**src/rtl/score_keeper_pkg.sv**
```systemverilog
`default_nettype none
// +--------------------------------------------------------------------------+
// | Module   : score_keeper_pkg                                              |
// | Purpose  : Shared game definitions: the game FSM state type, the width   |
// |            of the points bus and the default points ceiling, which also  |
// |            bounds what points_handler can display.                       |
// | Ports    : none (package)                                                |
// | Revision : 1.0 - initial release                                         |
// +--------------------------------------------------------------------------+
package score_keeper_pkg;

  typedef enum logic [1:0] {
    ST_IDLE = 2'd0,
    ST_PLAY = 2'd1,
    ST_COOL = 2'd2,
    ST_DONE = 2'd3
  } game_state_t;

  localparam int SCORE_W            = 4;
  localparam int DEFAULT_MAX_POINTS = 12;

endpackage
`default_nettype wire

```
**src/rtl/edge_detect_rise.sv**
```systemverilog
`default_nettype none
// +--------------------------------------------------------------------------+
// | Module   : edge_detect_rise                                              |
// | Purpose  : Rising-edge detector for a signal already in the pclk domain. |
// |            One register holds the previous sample; rise is high for the  |
// |            cycle in which sig is high and was low on the previous edge.  |
// | Ports    : pclk  in  clock                                               |
// |            rst   in  synchronous active-high reset (clears history)      |
// |            sig   in  level to watch                                      |
// |            rise  out combinational rising-edge strobe                    |
// | Revision : 1.0 - initial release                                         |
// +--------------------------------------------------------------------------+
module edge_detect_rise (
  input  logic pclk,
  input  logic rst,
  input  logic sig,
  output logic rise
);

  logic sig_q;

  always_ff @(posedge pclk) begin
    if (rst) begin
      sig_q <= 1'b0;
    end else begin
      sig_q <= sig;
    end
  end

  // A level held high through reset release reads as a rise on the first
  // cycle after reset; consumers decide whether that matters.
  assign rise = sig & ~sig_q;

endmodule
`default_nettype wire

```
**src/rtl/score_keeper.sv**
```systemverilog
`default_nettype none
// +--------------------------------------------------------------------------+
// | Module   : score_keeper                                                  |
// | Purpose  : Counts hit events into the points display. Each scored hit    |
// |            starts a cooldown so one collision scores once; the score     |
// |            saturates at MAX_POINTS, which ends the game.                 |
// | Ports    : pclk        in  clock                                         |
// |            rst         in  synchronous active-high reset                 |
// |            start       in  one-cycle pulse, starts/restarts a game       |
// |            hit         in  collision level (pclk domain)                 |
// |            points      out registered score to points_handler            |
// |            points_upd  out one-cycle pulse when points changes           |
// |            game_over   out high while the game is finished               |
// |            playing     out high while the game is running or cooling     |
// | Revision : 1.0 - initial release                                         |
// +--------------------------------------------------------------------------+
module score_keeper
  import score_keeper_pkg::*;
#(
  parameter int MAX_POINTS      = DEFAULT_MAX_POINTS,
  parameter int COOLDOWN_CYCLES = 65_000_000
) (
  input  logic               pclk,
  input  logic               rst,
  input  logic               start,
  input  logic               hit,
  output logic [SCORE_W-1:0] points,
  output logic               points_upd,
  output logic               game_over,
  output logic               playing
);

  localparam int CNT_W = (COOLDOWN_CYCLES > 1) ? $clog2(COOLDOWN_CYCLES) : 1;

  localparam logic [SCORE_W-1:0] MAX_SCORE = SCORE_W'(MAX_POINTS);
  localparam logic [CNT_W-1:0]   COOL_LOAD = CNT_W'(COOLDOWN_CYCLES - 1);

  game_state_t        state;
  game_state_t        state_nxt;
  logic [SCORE_W-1:0] points_nxt;
  logic [CNT_W-1:0]   cool_cnt;
  logic [CNT_W-1:0]   cool_cnt_nxt;
  logic               points_upd_nxt;
  logic               hit_rise;

  edge_detect_rise u_hit_edge (
    .pclk (pclk),
    .rst  (rst),
    .sig  (hit),
    .rise (hit_rise)
  );

  always_comb begin
    state_nxt    = state;
    points_nxt   = points;
    cool_cnt_nxt = cool_cnt;

    unique case (state)
      ST_IDLE: begin
        if (start) begin
          state_nxt  = ST_PLAY;
          points_nxt = '0;
        end
      end

      ST_PLAY: begin
        // start outranks a simultaneous rise; that hit is simply dropped.
        if (start) begin
          points_nxt   = '0;
          cool_cnt_nxt = '0;
        end else if (hit_rise && (points < MAX_SCORE)) begin
          points_nxt = points + SCORE_W'(1);
          if (points_nxt == MAX_SCORE) begin
            state_nxt = ST_DONE;
          end else begin
            state_nxt    = ST_COOL;
            cool_cnt_nxt = COOL_LOAD;
          end
        end
      end

      ST_COOL: begin
        // The counter is loaded with COOLDOWN_CYCLES-1 and leaves on the
        // edge after it reads zero, so COOL lasts exactly COOLDOWN_CYCLES.
        if (start) begin
          state_nxt    = ST_PLAY;
          points_nxt   = '0;
          cool_cnt_nxt = '0;
        end else if (cool_cnt == '0) begin
          state_nxt = ST_PLAY;
        end else begin
          cool_cnt_nxt = cool_cnt - CNT_W'(1);
        end
      end

      ST_DONE: begin
        if (start) begin
          state_nxt  = ST_PLAY;
          points_nxt = '0;
        end
      end

      default: begin
        state_nxt    = ST_IDLE;
        points_nxt   = '0;
        cool_cnt_nxt = '0;
      end
    endcase

    // Pulse lines up with the first cycle the display sees the new value;
    // a restart from a zero score therefore produces no pulse.
    points_upd_nxt = (points_nxt != points);
  end

  always_ff @(posedge pclk) begin
    if (rst) begin
      state      <= ST_IDLE;
      points     <= '0;
      cool_cnt   <= '0;
      points_upd <= 1'b0;
    end else begin
      state      <= state_nxt;
      points     <= points_nxt;
      cool_cnt   <= cool_cnt_nxt;
      points_upd <= points_upd_nxt;
    end
  end

  assign game_over = (state == ST_DONE);
  assign playing   = (state == ST_PLAY) || (state == ST_COOL);

endmodule
`default_nettype wire

```
**config.mk**
```make
export PLATFORM = sky130hd
export DESIGN_NAME = score_keeper
export DESIGN_NICKNAME = d
export VERILOG_FILES = /design/src/rtl/score_keeper_pkg.sv /design/src/rtl/edge_detect_rise.sv /design/src/rtl/score_keeper.sv
export SDC_FILE = /design/constraint.sdc
export NUM_CORES = 1
export LEC_CHECK = 0
export BUFFER_PORTS_ARGS = -buffer_cell sky130_fd_sc_hd__buf_2
export CAP_MARGIN = 30
export CORE_MARGIN = 1.5
export CORE_UTILIZATION = 60
export CTS_CLUSTER_SIZE = 20
export DETAILED_ROUTE_END_ITERATION = 10
export HOLD_SLACK_MARGIN = 0.12
export PLACE_DENSITY = 0.79
export SYNTH_ARGS = -nofsm -noshare
export SYNTH_HDL_FRONTEND = slang
export SYNTH_HIERARCHICAL = 1
export SYNTH_SLANG_ARGS = --single-unit
```
**constraint.sdc**
```tcl
create_clock -name pclk -period 2.6 [get_ports pclk]
set_input_delay 0 -clock pclk [delete_from_list [all_inputs] [get_ports pclk]]
set_output_delay 0 -clock pclk [all_outputs]
set_load 0.02 [all_outputs]
```
==> out/metrics.yaml <==
timing:
  layout_min_cycle_time_ns: 2.32
  tightest_slew_ns: 0.609
  final_max_slew_viol_count: 0
  finalSetupTns_ns: 0
  skew_ns: 0.00997
  post-route-period-util_pct: 89.4
  max-slew-margin-rel_pct: 59.4
  rsz0062_at_grt: "no"
  postLayoutSetupSlackWorst_ns: 0.275
  holdWs_ns: 0.167
  setup_viol: 0
  hold_viol: 0
  fmax_ghz: 0.430
yosys:
  synth.net_count: 272
  yosysSeqAreaShare_pct: 31.5
  ys_types: 50
  synth_area_per_cell_um2: 8.23
  yosysTopAreaCellShare_pct: 31.5
  synth-seq-cells: 34
  netlist_top_cells_area: "dfxtp_1, a211oi_1, a31oi_1"
  synthCells: 263
  yosys.area.top_type: "dfxtp_1"
  ys.flop_type: "dfxtp_1"
  synthesis.area_um2: 2160
  yosys_warnings: 6
  synth_enable_flop_cells: 0
  async_flop_share_pct: 0
global_route:
  grt_pass1_vias: 1909
  grt_antenna_before_repair: 0
  grt_start_max_net_pins: 31
  grt_pass1_wl_um: 9600
  grtUsageTotal_pct: 30.2
  grt_overflow: 0
critical_path:
  critPathArrivalTime_ns: 2.54
  rr_endpoint: "cool_cnt[3]"
  critPathRequiredTime_ns: 2.81
  r2r-start: "cool_cnt[0]"
  start_kind: "flop"
  critPathMaxFanout: 12
  path_class: "reg -> reg"
  r2r_setup_slack_ns: 0.28
  worstRegToRegCells: 8
  cp-end-kind: "flop"
layout:
  area_delta_synth_final_pct: 8.79
  drive_gt1_share_pct: 16.9
  multiInputGateArea_um2: 1350
  diodes: 0
  fillerInstances: 285
  seq_area_um2: 681
  num-nets-final: 286
  final_area_um2: 2350
  fin_util_pct: 69.4
floorplan:
  start_util_pct: 63.8
  io_pins: 11
  die_w_um: 63.0
  die_h_um: 63.0
  rows: 21
  coreArea_um2: 3390
  die_area_um2: 3970
routing:
  dr_total_vias: 2167
  dr.first_iter.drc_count: 292
  antenna_left: 0
  viasPerCell: 6.69
  wl_per_cell_um: 17.0
  dr.pass1.iters: 5
  wl_um: 5510
  drc: 0
clocking:
  cts_num_sinks: 34
  cts-hold-fix-buffers: 2
  post_cts_buffers: 0
  cts_made_buffers: 5
  cts_buffer_depth: 2
  cts_root_buf: "clkbuf_4"
  cts_tree: "built"
  clk_pin_slew_ns: 0.10
  clock_latency_ns: 0.35
  cts_resized: 0
  htreeDepth: 2
power:
  clkPwrFrac_pct: 9.9
  p_switching_mw: 1.65
  ir_drop_uv: 933
  switching_share_pct: 51.4
  combPwrFrac_pct: 59.6
  power.share.sequential_pct: 30.5
  p_leak_nw: 0.897
  internal_power_mw: 1.56
  p_per_area_nw_per_um2: 1370
placement:
  io_buffers: 10
  detailedPlace.worstSlack_ns: 0.323
  gp_congestion: 0.880
  placed_cell_area_um2: 2270
  dp_hpwl_um: 3600
run_status:
  outcome: "complete, no violations"
worst_hold_path:
  holdPathEnd: "cool_cnt[1]"
  hold_class: "in -> reg"
  hp-start: "rst"
  hold_depth: 2
flow_run:
  drv_cap: 0
cells in the final DEF (no fill, tap or decap), types with 3 or more instances in the layout:
cell	netlist	layout
a31oi_1	16	16
nand2b_1	4	4
inv_1	10	10
a211oi_1	14	14
and3_1	3	3
nand3_1	7	7
ha_1	5	5
nand4_1	6	6
dfxtp_1	34	34
nand2_1	21	21
o21ai_0	9	9
or3_1	10	10
nor2_1	16	16
buf_4	0	12
a21oi_1	6	6
nor3_1	17	17
nor4_1	6	6
a31o_2	8	8
mux2i_1	7	7
o31ai_1	5	5
buf_2	1	10
nand3_2	3	3
o41ai_1	5	5
clkbuf_4	0	5
power groups by stage:
stage / clock network, mW / registers [mW] / logic [mW]
after floorplan: 0 / 0.919 / 1.44
after global placement: 0 / 0.981 / 1.84
after detailed placement: 0 / 0.984 / 1.86
after CTS: 0.322 / 0.973 / 1.88
after global routing: 0.352 / 1.02 / 2.11
final: 0.319 / 0.980 / 1.92
stage by stage:
step | power [mW] | instances
2_1_floorplan | 2.36 | 263
3_3_place_gp | 2.82 | 314
3_5_place_dp | 2.85 | 314
4_1_cts | 3.17 | 324
5_1_grt | 3.48 | 324
6_report | 3.22 | 324
state kept, by name, indices dropped and copies added, names as in the netlist:
register,flops
u_hit_edge/sig_q,1
points_upd,1
cool_cnt,26
state,2
points,4
per-layer routing:
| layer | GRT usage (%) | vias to the layer above | routed length, um | share of wire (%) |
|---|---|---|---|---|
| met3 | 7.21 | 12 | 330 | 6.0 |
| met1 | 42.4 | 1019 | 2620 | 48 |
| met4 | 8.89 | 0 | 81 | 1.5 |
| met5 | 0 | - | 0 | 0 |
| met2 | 45.9 | 80 | 2470 | 45 |
| li1 | - | 1056 | - | - |
worst max-delay path by stage:
stage | start | endpoint | slack, ns
after floorplan | cool_cnt[0] | cool_cnt[5] | 0.50
after global placement | cool_cnt[0] | cool_cnt[17] | 0.41
after detailed placement | cool_cnt[0] | cool_cnt[3] | 0.32
after CTS | cool_cnt[0] | cool_cnt[3] | 0.29
after global routing | cool_cnt[0] | cool_cnt[3] | 0.1
final | cool_cnt[0] | cool_cnt[3] | 0.28
final cells by class:
| type | count | share of cell area [%] |
|---|---|---|
| tap | 46 | 2.45 |
| timing repair buffer | 24 | 6.80 |
| sequential | 34 | 28.9 |
| inverter | 11 | 1.75 |
| multi-input combinational | 201 | 57.5 |
| clock inverter | 1 | 0.213 |
| clock buffer | 7 | 2.34 |
worst max-delay path, stage by stage, from the launching register on:
cell,delay [ns]
dfxtp_1,0.35
inv_1,0.06
ha_1,0.19
nor3b_2,0.29
nand3_2,0.28
or4_1,0.55
buf_4,0.20
a31oi_1,0.18
a211oi_1,0.07
synthesized netlist by cell type, types with 4 or more instances:
library cell   n
mux2i_1        7
or3_1         10
o21ai_0        9
a211oi_1      14
nand2_1       21
nand4_1        6
a21oi_1        6
nor4_1         6
o31ai_1        5
clkbuf_1      11
a31oi_1       16
nand2b_1       4
dfxtp_1       34
a31o_2         8
nand3_1        7
nor2_1        16
inv_1         10
o41ai_1        5
ha_1           5
nor3_1        17
cells by family after synthesis:
group	Yosys count	synth area share [%]
AO/OA/AOI/OAI	81	27.0
AND/OR/NAND/NOR	106	28.7
buffers and inverters	28	5.96
adder cells (fa/ha/maj)	5	2.89
flip-flops	34	31.5
multiplexers	7	3.24
XOR/XNOR	2	0.810
(Power assumes the default switching activity.)
